[config.mk]
export PLATFORM = sky130hd
export DESIGN_NAME = axi_sw_master_flat
export DESIGN_NICKNAME = d
export VERILOG_FILES = /design/src/rtl/axi_sw_pkg.sv /design/src/rtl/axi_sw_master_if.sv /design/src/rtl/sw_debounce.sv /design/src/rtl/axi_sw_master.sv /design/src/flat_wrapper.sv
export SDC_FILE = /design/constraint.sdc
export NUM_CORES = 1
export LEC_CHECK = 0
export CAP_MARGIN = 30
export CORE_MARGIN = 2
export CORE_UTILIZATION = 40
export CTS_BUF_LIST = sky130_fd_sc_hd__clkbuf_2 sky130_fd_sc_hd__clkbuf_4 sky130_fd_sc_hd__clkbuf_8
export DETAILED_ROUTE_END_ITERATION = 16
export GPL_ROUTABILITY_DRIVEN = 0
export PLACE_DENSITY = 0.7
export REMOVE_ABC_BUFFERS = 1
export SLEW_MARGIN = 10
export SYNTH_ARGS = -nofsm -noshare
export SYNTH_HDL_FRONTEND = slang
export SYNTH_HIERARCHICAL = 1
export SYNTH_SLANG_ARGS = --single-unit
[constraint.sdc]
create_clock -name clk -period 6.3 [get_ports clk]
set_clock_uncertainty 0.2 [all_clocks]
set_input_delay 1.26 -clock clk [delete_from_list [all_inputs] [get_ports clk]]
set_output_delay 1.26 -clock clk [all_outputs]
set_load 0.02 [all_outputs]
[src/rtl/axi_sw_pkg.sv]
// Shared types and sizing for the switch-driven AXI-lite master.
// Latency and backpressure: none, this file holds declarations only.
package axi_sw_pkg;

  localparam int ADDR_W = 4;
  localparam int DATA_W = 4;

  typedef enum logic [2:0] {
    IDLE,
    RD_ADDR,
    RD_DATA,
    WR,
    DONE
  } state_t;

  // Width of a counter that runs from 0 up to cycles-1.
  function automatic int cnt_w(input int cycles);
    return (cycles > 1) ? $clog2(cycles) : 1;
  endfunction

endpackage

[src/rtl/axi_sw_master_if.sv]
// Valid/ready bus between the switch master and the axi register slave.
// Latency and backpressure: wires only; each channel stalls on its own ready/valid.
interface axi_sw_master_if;
  import axi_sw_pkg::*;

  logic              ms_arvalid;
  logic              sm_arready;
  logic              ms_rready;
  logic              sm_rvalid;
  logic              ms_awvalid;
  logic              sm_awready;
  logic              ms_wvalid;
  logic              sm_wready;
  logic [ADDR_W-1:0] SWM_arADDR;
  logic [DATA_W-1:0] SWM_wdata;

  modport master (
    output ms_arvalid, ms_rready, ms_awvalid, ms_wvalid, SWM_arADDR, SWM_wdata,
    input  sm_arready, sm_rvalid, sm_awready, sm_wready
  );

  modport slave (
    input  ms_arvalid, ms_rready, ms_awvalid, ms_wvalid, SWM_arADDR, SWM_wdata,
    output sm_arready, sm_rvalid, sm_awready, sm_wready
  );

endinterface

[src/rtl/sw_debounce.sv]
// Button synchronizer + debouncer emitting a one-cycle pulse on an accepted rising level.
// Latency: pulse 2+DEBOUNCE_CYCLES cycles after the input settles; no backpressure.
module sw_debounce
  import axi_sw_pkg::*;
#(
  parameter int DEBOUNCE_CYCLES = 250000
) (
  input  logic clk,
  input  logic reset,
  input  logic btn,
  output logic req
);

  localparam int               CNT_W    = cnt_w(DEBOUNCE_CYCLES);
  localparam logic [CNT_W-1:0] CNT_LAST = CNT_W'(DEBOUNCE_CYCLES - 1);

  logic             sync_q1;
  logic             sync_q2;
  logic             level_q;
  logic [CNT_W-1:0] cnt_q;

  // The counter only runs while the synchronized input disagrees with the
  // accepted level, so any bounce back restarts it and it never passes CNT_LAST.
  always_ff @(posedge clk) begin
    if (reset) begin
      sync_q1 <= 1'b0;
      sync_q2 <= 1'b0;
      level_q <= 1'b0;
      cnt_q   <= '0;
      req     <= 1'b0;
    end else begin
      sync_q1 <= btn;
      sync_q2 <= sync_q1;
      req     <= 1'b0;
      if (sync_q2 == level_q) begin
        cnt_q <= '0;
      end else if (cnt_q == CNT_LAST) begin
        cnt_q   <= '0;
        level_q <= sync_q2;
        req     <= sync_q2;
      end else begin
        cnt_q <= cnt_q + 1'b1;
      end
    end
  end

endmodule

[src/rtl/axi_sw_master.sv]
// Button-driven master issuing one read or write per press; optional timeout via AXI_SW_MASTER_TIMEOUT_EN.
// Latency: valid one cycle after acceptance, done >=3 (read) / >=2 (write) cycles; holds valids until ready.
module axi_sw_master
  import axi_sw_pkg::*;
#(
  parameter int DEBOUNCE_CYCLES = 250000,
  parameter int TIMEOUT_CYCLES  = 1024
) (
  input  logic                 clk,
  input  logic                 reset,
  input  logic                 btn_rd,
  input  logic                 btn_wr,
  input  logic [ADDR_W-1:0]    sw_addr,
  input  logic [DATA_W-1:0]    sw_data,
  axi_sw_master_if.master      bus,
  output logic                 busy,
  output logic                 done,
  output logic                 err
);

  state_t            state_q, state_d;
  logic              rd_req, wr_req;
  logic              accept_rd, accept_wr, accept_pend;
  logic [ADDR_W-1:0] addr_q, pend_addr_q;
  logic [DATA_W-1:0] data_q, pend_data_q;
  logic              pend_q, aw_done_q, w_done_q, err_q;
  logic              ar_hs, r_hs, aw_hs, w_hs;

  sw_debounce #(.DEBOUNCE_CYCLES(DEBOUNCE_CYCLES)) u_db_rd (
    .clk(clk), .reset(reset), .btn(btn_rd), .req(rd_req)
  );
  sw_debounce #(.DEBOUNCE_CYCLES(DEBOUNCE_CYCLES)) u_db_wr (
    .clk(clk), .reset(reset), .btn(btn_wr), .req(wr_req)
  );

  assign bus.ms_arvalid = (state_q == RD_ADDR);
  assign bus.ms_rready  = (state_q == RD_DATA);
  assign bus.ms_awvalid = (state_q == WR) && !aw_done_q;
  assign bus.ms_wvalid  = (state_q == WR) && !w_done_q;
  assign bus.SWM_arADDR = addr_q;
  assign bus.SWM_wdata  = data_q;
  assign busy           = (state_q != IDLE);
  assign done           = (state_q == DONE);
  assign err            = err_q;

  assign ar_hs = bus.ms_arvalid && bus.sm_arready;
  assign r_hs  = bus.ms_rready  && bus.sm_rvalid;
  assign aw_hs = bus.ms_awvalid && bus.sm_awready;
  assign w_hs  = bus.ms_wvalid  && bus.sm_wready;

`ifdef AXI_SW_MASTER_TIMEOUT_EN
  localparam int               TMO_W    = cnt_w(TIMEOUT_CYCLES);
  localparam logic [TMO_W-1:0] TMO_LAST = TMO_W'(TIMEOUT_CYCLES - 1);
  logic [TMO_W-1:0] tmo_q;
  logic             timeout;
`else
  logic [31:0] unused_timeout_cycles;
  assign unused_timeout_cycles = TIMEOUT_CYCLES;
`endif

  always_comb begin
    state_d     = state_q;
    accept_rd   = 1'b0;
    accept_wr   = 1'b0;
    accept_pend = 1'b0;
`ifdef AXI_SW_MASTER_TIMEOUT_EN
    timeout     = 1'b0;
`endif
    case (state_q)
      IDLE: begin
        // A write deferred behind a simultaneous read outranks new presses.
        if (pend_q) begin
          accept_pend = 1'b1;
          state_d     = WR;
        end else if (rd_req) begin
          accept_rd = 1'b1;
          state_d   = RD_ADDR;
        end else if (wr_req) begin
          accept_wr = 1'b1;
          state_d   = WR;
        end
      end
      RD_ADDR: if (ar_hs) state_d = RD_DATA;
      RD_DATA: if (r_hs)  state_d = DONE;
      WR:      if ((aw_done_q || aw_hs) && (w_done_q || w_hs)) state_d = DONE;
      DONE:    state_d = IDLE;
      default: state_d = IDLE;
    endcase
`ifdef AXI_SW_MASTER_TIMEOUT_EN
    if ((state_q inside {RD_ADDR, RD_DATA, WR}) && (state_d == state_q) && (tmo_q == TMO_LAST)) begin
      timeout = 1'b1;
      state_d = IDLE;
    end
`endif
  end

  always_ff @(posedge clk) begin
    if (reset) begin
      state_q     <= IDLE;
      addr_q      <= '0;
      data_q      <= '0;
      pend_q      <= 1'b0;
      pend_addr_q <= '0;
      pend_data_q <= '0;
      aw_done_q   <= 1'b0;
      w_done_q    <= 1'b0;
      err_q       <= 1'b0;
`ifdef AXI_SW_MASTER_TIMEOUT_EN
      tmo_q       <= '0;
`endif
    end else begin
      state_q <= state_d;
      if (accept_rd) begin
        addr_q <= sw_addr;
        err_q  <= 1'b0;
        if (wr_req) begin
          pend_q      <= 1'b1;
          pend_addr_q <= sw_addr;
          pend_data_q <= sw_data;
        end
      end
      if (accept_wr) begin
        addr_q <= sw_addr;
        data_q <= sw_data;
        err_q  <= 1'b0;
      end
      if (accept_pend) begin
        addr_q <= pend_addr_q;
        data_q <= pend_data_q;
        pend_q <= 1'b0;
        err_q  <= 1'b0;
      end
      if (state_q == WR) begin
        if (aw_hs) aw_done_q <= 1'b1;
        if (w_hs)  w_done_q  <= 1'b1;
      end else begin
        aw_done_q <= 1'b0;
        w_done_q  <= 1'b0;
      end
`ifdef AXI_SW_MASTER_TIMEOUT_EN
      if (state_d != state_q)   tmo_q <= '0;
      else if (tmo_q != TMO_LAST) tmo_q <= tmo_q + 1'b1;
      if (timeout) begin
        err_q  <= 1'b1;
        pend_q <= 1'b0;
      end
`endif
    end
  end

endmodule

[src/flat_wrapper.sv]
// flat-port wrapper written by rule: the top's interface ports become plain ports
module axi_sw_master_flat import axi_sw_pkg::*;
#(
  parameter int DEBOUNCE_CYCLES = 250000,
  parameter int TIMEOUT_CYCLES  = 1024
)
  (clk, reset, btn_rd, btn_wr, sw_addr, sw_data, busy, done, err, bus_ms_arvalid, bus_ms_rready, bus_ms_awvalid, bus_ms_wvalid, bus_SWM_arADDR, bus_SWM_wdata, bus_sm_arready, bus_sm_rvalid, bus_sm_awready, bus_sm_wready);
  axi_sw_master_if bus_i ();
  input  logic clk;
  input  logic reset;
  input  logic btn_rd;
  input  logic btn_wr;
  input  logic [ADDR_W-1:0] sw_addr;
  input  logic [DATA_W-1:0] sw_data;
  output logic busy;
  output logic done;
  output logic err;
  output wire logic [$bits(bus_i.ms_arvalid)-1:0] bus_ms_arvalid;
  output wire logic [$bits(bus_i.ms_rready)-1:0] bus_ms_rready;
  output wire logic [$bits(bus_i.ms_awvalid)-1:0] bus_ms_awvalid;
  output wire logic [$bits(bus_i.ms_wvalid)-1:0] bus_ms_wvalid;
  output wire logic [$bits(bus_i.SWM_arADDR)-1:0] bus_SWM_arADDR;
  output wire logic [$bits(bus_i.SWM_wdata)-1:0] bus_SWM_wdata;
  input wire logic [$bits(bus_i.sm_arready)-1:0] bus_sm_arready;
  input wire logic [$bits(bus_i.sm_rvalid)-1:0] bus_sm_rvalid;
  input wire logic [$bits(bus_i.sm_awready)-1:0] bus_sm_awready;
  input wire logic [$bits(bus_i.sm_wready)-1:0] bus_sm_wready;
  assign bus_ms_arvalid = bus_i.ms_arvalid;
  assign bus_ms_rready = bus_i.ms_rready;
  assign bus_ms_awvalid = bus_i.ms_awvalid;
  assign bus_ms_wvalid = bus_i.ms_wvalid;
  assign bus_SWM_arADDR = bus_i.SWM_arADDR;
  assign bus_SWM_wdata = bus_i.SWM_wdata;
  assign bus_i.sm_arready = bus_sm_arready;
  assign bus_i.sm_rvalid = bus_sm_rvalid;
  assign bus_i.sm_awready = bus_sm_awready;
  assign bus_i.sm_wready = bus_sm_wready;
  axi_sw_master #(.DEBOUNCE_CYCLES(DEBOUNCE_CYCLES), .TIMEOUT_CYCLES(TIMEOUT_CYCLES)) u_core (.clk(clk), .reset(reset), .btn_rd(btn_rd), .btn_wr(btn_wr), .sw_addr(sw_addr), .sw_data(sw_data), .bus(bus_i), .busy(busy), .done(done), .err(err));
endmodule
==> results of run 1 <==
## power groups by stage
stage | Clock (mW) | Sequential, mW | Combinational, mW
global route | 0.413 | 0.420 | 0.0259
detailed placement | 0 | 0.429 | 0.0232
global placement | 0 | 0.429 | 0.0234
floorplan | 0 | 0.429 | 0.00764
finish | 0.381 | 0.420 | 0.0236
CTS | 0.397 | 0.419 | 0.0236
## synth_stat cells (5+ instances only)
cell type,n
nor2b_1,7
nor2_1,43
nand4_1,8
xnor2_1,27
a21oi_1,20
nand2b_1,5
nor4_1,11
dfxtp_1,66
buf_6,5
nand3_1,18
a211oi_1,8
nand2_1,9
o21ai_1,9
inv_1,14
buf_4,5
nor3_1,9
## flip-flops by register name, indices dropped and copies added (netlist names)
name,cells
u_core/u_db_rd/sync_q2,1
u_core/u_db_wr/level_q,1
u_core/pend_addr_q,4
u_core/u_db_wr/req,1
u_core/aw_done_q,1
u_core/bus.SWM_wdata,4
u_core/u_db_rd/req,1
u_core/u_db_rd/cnt_q,18
u_core/bus.SWM_arADDR,4
u_core/u_db_wr/sync_q1,1
u_core/pend_q,1
u_core/u_db_wr/cnt_q,18
u_core/w_done_q,1
u_core/pend_data_q,4
u_core/state_q,3
u_core/u_db_wr/sync_q2,1
u_core/u_db_rd/sync_q1,1
u_core/u_db_rd/level_q,1
## cell type report
type | count | area (sq um) | share of cell area
inverter | 15 | 56.3 | 0.0157
multi-input combinational | 239 | 1570 | 0.438
tap | 99 | 124 | 0.0344
sequential | 66 | 1320 | 0.367
timing repair buffer | 30 | 298 | 0.0828
clock inverter | 1 | 30.0 | 0.00835
clock buffer | 14 | 193 | 0.0536
## cells by family (layout without fill, tap and decap cells)
| logic type | count (synthesis) | count (layout) | synth area share |
|---|---|---|---|
| simple gates | 142 | 142 | 0.267 |
| flops | 66 | 66 | 0.432 |
| compound gates | 56 | 56 | 0.125 |
| xor+xnor | 30 | 30 | 0.0860 |
| buf+inv | 28 | 60 | 0.0528 |
| mux | 8 | 8 | 0.0278 |
| fa+ha+maj | 2 | 2 | 0.00819 |
| other cells | 1 | 1 | 0.00123 |
## worst reg2reg max path, cell delays in order (launching register included)
cell and delay [ps]:
dfxtp_1 370, or4b_1 510, or4_4 560, o21ai_4 400, nor2_1 110
## how the worst min path moves through the flow
stage,end,cells past startpoint
CTS,u_core/u_db_wr/sync_q2,1
global placement,u_core/u_db_rd/sync_q2,1
global route,u_core/u_db_rd/sync_q2,1
detailed placement,u_core/u_db_wr/sync_q2,1
finish,u_core/u_db_rd/sync_q2,1
floorplan,u_core/u_db_rd/sync_q2,1
## per-layer routing
| metal | vias to the layer above | global-route usage |
|---|---|---|
| li1 | 1236 | - |
| met1 | 1096 | 0.205 |
| met2 | 56 | 0.237 |
| met3 | 6 | 0.0440 |
| met4 | 0 | 0.0644 |
| met5 | - | 0 |
==> key figures, run 1 <==
Detailed routing
  – Total iterations of the first detailed-routing run: 4
  – Remaining antenna violation count after routing: 0
  – Routed WL: 5.90 mm
  – DR WL/cell: between 10 and 15 um
  – Vias/cell: 5.16
  – # DRC: 0
  – Initial drt markers: 142
  – Max layer used: met4
  – WL met2: ~2.7 mm
  – Vias: roughly 2400
  – Metal-1 WL: 2.91 mm
  – Met3 routed WL: between 200 and 250 um

Yosys
  – Async SR Flop Fraction: 0
  – Mean Syn Cell Area: about 9 sq um
  – Synth unique cells: between 50 and 60
  – Register bit total from synthesis: 66
  – Sequential cell area fraction in the yosys report: 0.432
  – Synth top area share: 0.432
  – Post-Synthesis Cells: approximately 330
  – Dominant synthesized flop cell: dfxtp_1
  – Synth top area cells: dfxtp_1 43%, xnor2_1 7.7%, nor2_1 5.3%
  – Mapped Area: between 3000 and 4000 sq um
  – Post-synth top area cell: dfxtp_1
  – EDFF count, synth: 0
  – YS warnings: 6

Setup path
  – Slowest stage cell on the critical path: clkdlybuf4s50_1
  – Critical Path Sink Type: output pin
  – CP Cell Sequence: nor3_4, inv_2, clkdlybuf4s50_1
  – Crit path to: busy
  – Reg2reg start: u_core/u_db_wr/cnt_q[6]
  – Register-to-Register Path Depth: 4
  – CP Launch Type: flip-flop
  – Crit. Startpoint: u_core/state_q[0]
  – Crit path DAT: about 2200 ps
  – CP Class: reg2out
  – Top cell family by delay on the critical path: buffers and inverters
  – FF-to-FF End: u_core/u_db_wr/cnt_q[8]
  – CP Depth: 3
  – CP Max Fanout: 16
  – Crit-path max cell delay: about 590 ps
  – Data required time at the worst endpoint: 4840 ps
  – Buf/Inv on CP: 2
  – Worst reg2reg setup slack: between 4000 and 5000 ps

Worst hold path
  – Hold Startpoint: u_core/u_db_rd/sync_q1
  – Hold Crit Class: reg2reg

Finish
  – Fill cells: 673
  – Cell Count, Final, Fillers Out: 464
  – Layout Area Growth over Synthesis: 17.6%
  – Final design area excluding fillers: 3600 sq um
  – Most frequent cells in the layout: 66 x dfxtp_1, 43 x nor2_1, 29 x clkdlybuf4s50_1, 27 x xnor2_1, 20 x a21oi_1
  – Ant diodes: 0
  – Net count, final: 379
  – Commonest non-fill, non-tap cell in the layout: dfxtp_1
  – Ratio of cells with drive above 1 in the final layout: 0.107
  – Final Util: 0.491

Clocking
  – Worst-skew pair later-pin latency: 330 ps
  – Root Buffer: clkbuf_8
  – CTS resizes: 0
  – Postcts setup bufs: 0
  – TritonCTS buffer count: 9
  – Hold_buf cts: 0
  – CTS sink cnt: 66
  – CTS tree: yes
  – Clk buf depth: 2
  – H-tree Lvls: 3
  – Clock Pin Slew Worst Setup and Hold Paths: 70 ps

Run status
  – Status: complete, no violations

Power
  – P_leak: between 1 and 1.5 nW
  – Switch Pwr: between 0.15 and 0.2 mW
  – Clock power share: 0.462
  – Flop pwr share: 0.509
  – Worst VDD drop: roughly 110 uV
  – Combinational power share: 0.029
  – Internal Power: 0.666 mW
  – Pwr/cell area: roughly 230 nW/um^2
  – Switch share: 0.192
  – Final Power: slightly above 0.8 mW

Global routing
  – Tot GR Track Use: 0.155
  – Vias in the first global route: 2255
  – Initial antenna violation count: 0
  – Largest net degree at the start of global routing: 34
  – GRT overflow: 0
  – First-pass GRT wire length: 10.6 mm

Floorplanning
  – Core ar.: approximately 7300 sq um
  – Initial core utilization: 0.417
  – Row cnt: 31
  – Chip height: a little over 90 um
  – Die width: slightly above 90 um
  – IO Pins: 31
  – Die area: between 8000 and 9000 sq um

Timing
  – Crit path time final: 3610 ps
  – Final slew viol count: 0
  – Setup TNS: 0 ps
  – Final worst path period share: 0.573
  – Slew margin rel.: 0.518
  – RSZ-0062 raised after global routing: false
  – PnR worst setup slack: around 2700 ps
  – Max Freq: between 200 and 300 MHz
  – Slew @ Worst Pin: approximately 720 ps
  – Hold WS: 236 ps
  – Fin. Hold Viols: 0
  – Final setup fails: 0

Run
  – Max-cap violations: 0

Place
  – DP HPWL: 4.02 mm
  – Post-DP Area: 3370 sq um
  – PortBufs: 29
  – Placed cells: ~450
  – Pre-CTS setup slack: roughly 3100 ps
Note: power is estimated with default switching activity, not from simulation.
==> run 2, diff against run 1 <==
- clock period: 6.3 -> 3.5 ns (I/O delays scaled with it)
==> run 2 against run 1 <==
Net effect:
- combinational power up 79%
- register-to-register slack worse by 2800 ps
- clock power up 71%
==> key figures, run 2 (same netlist as run 1, synthesis figures left out) <==
Clocking
  – Clk buf depth: 2
  – CTS sink cnt: between 60 and 70
  – Worst-skew pair later-pin latency: approximately 320 ps
  – CTS resizes: 0
  – Root Buffer: clkbuf_8
  – H-tree Lvls: 3
  – Hold_buf cts: 0
  – CTS tree: yes
  – TritonCTS buffer count: 9
  – Postcts setup bufs: 0
  – Clock Pin Slew Worst Setup and Hold Paths: approximately 60 ps

Timing
  – Slew @ Worst Pin: between 600 and 700 ps
  – Setup TNS: 0 ps
  – Fin. Hold Viols: 0
  – Final worst path period share: 0.820
  – Final slew viol count: 0
  – RSZ-0062 raised after global routing: false
  – Slew margin rel.: 0.544
  – PnR worst setup slack: ~630 ps
  – Max Freq: between 300 and 400 MHz
  – Crit path time final: between 2000 and 3000 ps
  – Hold WS: approximately 240 ps
  – Final setup fails: 0

Floorplanning
  – Core ar.: roughly 7300 sq um
  – Die area: 8360 sq um
  – Die width: 91.4 um
  – Chip height: between 90 and 100 um
  – Row cnt: 31
  – IO Pins: 31
  – Initial core utilization: 0.417

Global routing
  – Largest net degree at the start of global routing: 25
  – First-pass GRT wire length: ~9.9 mm
  – Initial antenna violation count: 0
  – Tot GR Track Use: 0.144
  – GRT overflow: 0
  – Vias in the first global route: about 2200

Finish
  – Commonest non-fill, non-tap cell in the layout: dfxtp_1
  – Ratio of cells with drive above 1 in the final layout: 0.109
  – Net count, final: 380
  – Most frequent cells in the layout: 66 x dfxtp_1, 43 x nor2_1, 29 x clkdlybuf4s50_1, 27 x xnor2_1, 20 x a21oi_1
  – Register area: approximately 1300 sq um
  – Largest registers: u_core/u_db_rd/cnt_q x18, u_core/u_db_wr/cnt_q x18
  – Layout Area Growth over Synthesis: 17.4%
  – Area of the multi-input gates: approximately 1600 sq um
  – Final Util: 0.490
  – Ant diodes: 0
  – Fill cells: just under 700

Detailed routing
  – DR WL/cell: 12.6 um
  – Remaining antenna violation count after routing: 0
  – Total iterations of the first detailed-routing run: 4
  – Vias/cell: between 5 and 6
  – # DRC: 0
  – Met3 routed WL: slightly above 200 um
  – Metal-1 WL: 3.04 mm
  – Initial drt markers: between 100 and 150
  – WL met2: 2.58 mm
  – Routed WL: 5.86 mm
  – Max layer used: met4
  – Vias: approximately 2400

Setup path
  – CP Launch Type: flip-flop
  – CP Cell Sequence: nor3_4, buf_4, inv_2, clkdlybuf4s50_1
  – CP Class: reg2out
  – Slowest stage cell on the critical path: clkdlybuf4s50_1
  – CP Max Fanout: 16
  – Crit path DAT: around 2000 ps
  – Crit-path max cell delay: about 650 ps
  – Critical Path Sink Type: output pin
  – Data required time at the worst endpoint: 2600 ps

Worst hold path
  – Hold Crit Class: reg2reg

Place
  – PortBufs: 29
  – Pre-CTS setup slack: ~980 ps
  – DP HPWL: ~4 mm

Run status
  – Status: complete, no violations

Power
  – P_leak: between 1 and 1.5 nW
  – Pwr/cell area: ~400 nW/um^2
  – Worst VDD drop: between 150 and 200 uV

Run
  – Max-cap violations: 0
-- run 2: cell count changes in the layout (fill, tap and decap cells not counted) --
| cell | change |
|---|---|
| buf_4 | +1 |
| clkbuf_8 | -2 |
| clkbuf_4 | +1 |
| clkinv_2 | +1 |
-- run 2: worst paths after layout --
check	startpoint	end	slack, ps	cells after the start
max	u_core/state_q[0]	busy	630	4
max reg2reg	u_core/u_db_wr/cnt_q[11]	u_core/u_db_wr/cnt_q[3]	1240	4
min	u_core/u_db_rd/sync_q1	u_core/u_db_rd/sync_q2	240	1
min reg2reg	u_core/u_db_rd/sync_q1	u_core/u_db_rd/sync_q2	240	1
-- run 2: metal layers --
layer / global-route usage / up-vias
met5: 0 / -
met2: 0.218 / 47
met1: 0.194 / 1090
met3: 0.0299 / 2
met4: 0.0682 / 0
li1: - / 1243
-- run 2: stage by stage --
stage / power [mW] / instance area (sq um) / instances
finish: 1.45 / 3590 / 465
global route: 1.51 / 3590 / 465
CTS: 1.47 / 3590 / 465
detailed placement: 0.814 / 3380 / 450
global placement: 0.814 / 3380 / 450
floorplan: 0.786 / 2950 / 320
-- run 2: cell type report --
class                           count  share of cell area
Timing Repair Buffer               31              0.0851
Clock buffer                       13              0.0481
Clock inverter                      2             0.00976
Inverter                           15              0.0157
Sequential cell                    66               0.368
Tap cell                           99              0.0345
Multi-Input combinational cell    239               0.439
-- run 2: report_power, final --
group / leakage, nW / total [mW] / switching, mW / internal [mW]
sequential: 0.532 / 0.755 / 0.00156 / 0.754
clock: 0.109 / 0.652 / 0.262 / 0.391
combinational: 0.452 / 0.0423 / 0.0199 / 0.0224
-- run 2: worst max-delay path: cells and delay by family (launching register included) --
kind	cells	cell delay (ps)
buf+inv	3	1060
flops	1	510
simple gates	1	80
==> run 3, diff against run 2 <==
- clock period: 3.5 -> 2.7 ns (I/O delays scaled with it)
==> run 3 against run 2 <==
Net effect:
- setup slack got worse by 410 ps
- worst hold slack got worse by 2.8 ps
- register-to-register slack got worse by 810 ps
- via count rose by 2.4%
- power rose by 35%
- critical path type unchanged
- sequential cell count did not move
==> key figures, run 3 (same netlist as run 1, synthesis figures left out) <==
Clocking
  – Hold_buf cts: 0
  – Clk buf depth: 2
  – Root Buffer: clkbuf_8
  – CTS resizes: 0
  – CTS tree: yes
  – Clock Pin Slew Worst Setup and Hold Paths: ~70 ps
  – CTS sink cnt: 66
  – Postcts setup bufs: 0
  – Worst-skew pair later-pin latency: approximately 350 ps
  – TritonCTS buffer count: 9
  – H-tree Lvls: 3

Finish
  – Commonest non-fill, non-tap cell in the layout: dfxtp_1
  – Fill cells: approximately 670
  – Ratio of cells with drive above 1 in the final layout: 0.117
  – Ant diodes: 0
  – Net count, final: 380
  – Layout Area Growth over Synthesis: 18.4%
  – Largest registers: u_core/u_db_rd/cnt_q x18, u_core/u_db_wr/cnt_q x18
  – Most frequent cells in the layout: 64 x dfxtp_1, 43 x nor2_1, 29 x clkdlybuf4s50_1, 27 x xnor2_1, 20 x a21oi_1
  – Final design area excluding fillers: about 3600 sq um
  – Cell Count, Final, Fillers Out: 466

Timing
  – Fin. Hold Viols: 0
  – Slew @ Worst Pin: ~660 ps
  – Final worst path period share: 0.920
  – Slew margin rel.: 0.561
  – Final slew viol count: 0
  – Final setup fails: 0
  – Setup TNS: 0 ps
  – PnR worst setup slack: about 220 ps
  – RSZ-0062 raised after global routing: false
  – Max Freq: approximately 400 MHz
  – Crit path time final: between 2000 and 2500 ps

Worst hold path
  – Worst Hold Path EP: u_core/u_db_rd/sync_q2
  – Hold Startpoint: u_core/u_db_rd/sync_q1
  – Hold Path Cell Cnt: 1
  – Hold Crit Class: reg2reg

Run
  – Max-cap violations: 0

Global routing
  – First-pass GRT wire length: 10.4 mm
  – Tot GR Track Use: 0.152
  – Vias in the first global route: ~2200
  – Initial antenna violation count: 0
  – Largest net degree at the start of global routing: 25
  – GRT overflow: 0

Run status
  – Status: complete, no violations

Place
  – PortBufs: 29
  – Placed cells: 450
  – Post-DP Area: roughly 3400 sq um
  – DP HPWL: 4.13 mm
  – Pre-CTS setup slack: between 400 and 500 ps

Floorplanning
  – Die area: ~8400 sq um
  – Row cnt: 31
  – IO Pins: 31
  – Chip height: 91.4 um
  – Initial core utilization: 0.417
  – Die width: 91.4 um
  – Core ar.: 7330 sq um

Setup path
  – FF-to-FF End: u_core/u_db_wr/cnt_q[8]
  – Register-to-Register Path Depth: 4
  – Data required time at the worst endpoint: around 2000 ps
  – Reg2reg start: u_core/u_db_wr/cnt_q[6]
  – CP Launch Type: flip-flop
  – Worst reg2reg setup slack: 430 ps
  – CP Max Fanout: 7
  – CP Class: reg2out
  – Crit path DAT: 1740 ps
  – Critical Path Sink Type: output pin

Detailed routing
  – Routed WL: between 5 and 6 mm
  – Total iterations of the first detailed-routing run: 4
  – DR WL/cell: about 13 um
  – Vias: roughly 2400
  – Vias/cell: roughly 5.2
  – Initial drt markers: 107
  – # DRC: 0
  – Remaining antenna violation count after routing: 0

Power
  – Worst VDD drop: 214 uV
  – Final Power: 1.96 mW
  – P_leak: between 1 and 1.5 nW
  – Pwr/cell area: between 500 and 600 nW/um^2
==> run 3: changes by cell type in the layout (fill, tap and decap cells not counted) <==
cell	delta
clkbuf_8	-2
dfxtp_1	-2
dfxtp_2	+2
buf_12	+1
buf_4	-1
bufinv_16	+1
clkinv_2	+1
clkinvlp_4	+1
==> run 3: cell type report <==
| type | instances | area [sq um] | area share |
|---|---|---|---|
| clock buffers | 11 | 145 | 0.0401 |
| well taps | 99 | 124 | 0.0342 |
| clock inverters | 5 | 77.6 | 0.0214 |
| inverters | 15 | 56.3 | 0.0156 |
| multi-input cells | 239 | 1570 | 0.435 |
| flip-flops and latches | 66 | 1320 | 0.366 |
| repair buffers | 31 | 318 | 0.0878 |
==> run 3: worst max-delay path by stage <==
| stage | start | endpoint | slack, ps | cells past startpoint |
|---|---|---|---|---|
| CTS | u_core/state_q[1] | bus_ms_awvalid | 100 | 3 |
| finish | u_core/state_q[2] | bus_ms_awvalid | 220 | 3 |
| detailed placement | u_core/u_db_wr/cnt_q[6] | u_core/u_db_wr/cnt_q[8] | 440 | 4 |
| global placement | u_core/u_db_wr/cnt_q[6] | u_core/u_db_wr/cnt_q[3] | 500 | 4 |
| floorplan | u_core/u_db_wr/cnt_q[6] | u_core/u_db_wr/cnt_q[1] | 610 | 4 |
| global route | u_core/state_q[2] | bus_ms_awvalid | 90 | 3 |
==> run 3: metrics by stage <==
| stage | utilization | hold WS (ps) |
|---|---|---|
| 4_1_cts | 0.493 | 238 |
| 6_report | 0.494 | 234 |
| 2_1_floorplan | - | 214 |
| 3_3_place_gp | 0.463 | 220 |
| 3_5_place_dp | 0.463 | 223 |
| 5_1_grt | 0.494 | 256 |
==> run 3: power by group <==
part           internal (mW)  switching [mW]
Clock                  0.552           0.371
Sequential             0.977         0.00224
Combinational         0.0310          0.0257
Total                   1.56           0.398
==> run 3: critical path, cell delays in order (launching register included) <==
cell,delay (ps)
dfxtp_1,390
nand3b_1,270
nor2_1,130
clkdlybuf4s50_1,610
==> run 3: routing by layer <==
metal,up-vias,share of wire,global-route usage
met1,1141,0.51,0.198
met2,44,0.44,0.232
met5,-,0,0
met3,12,0.026,0.0299
li1,1243,-,-
met4,0,0.026,0.0909
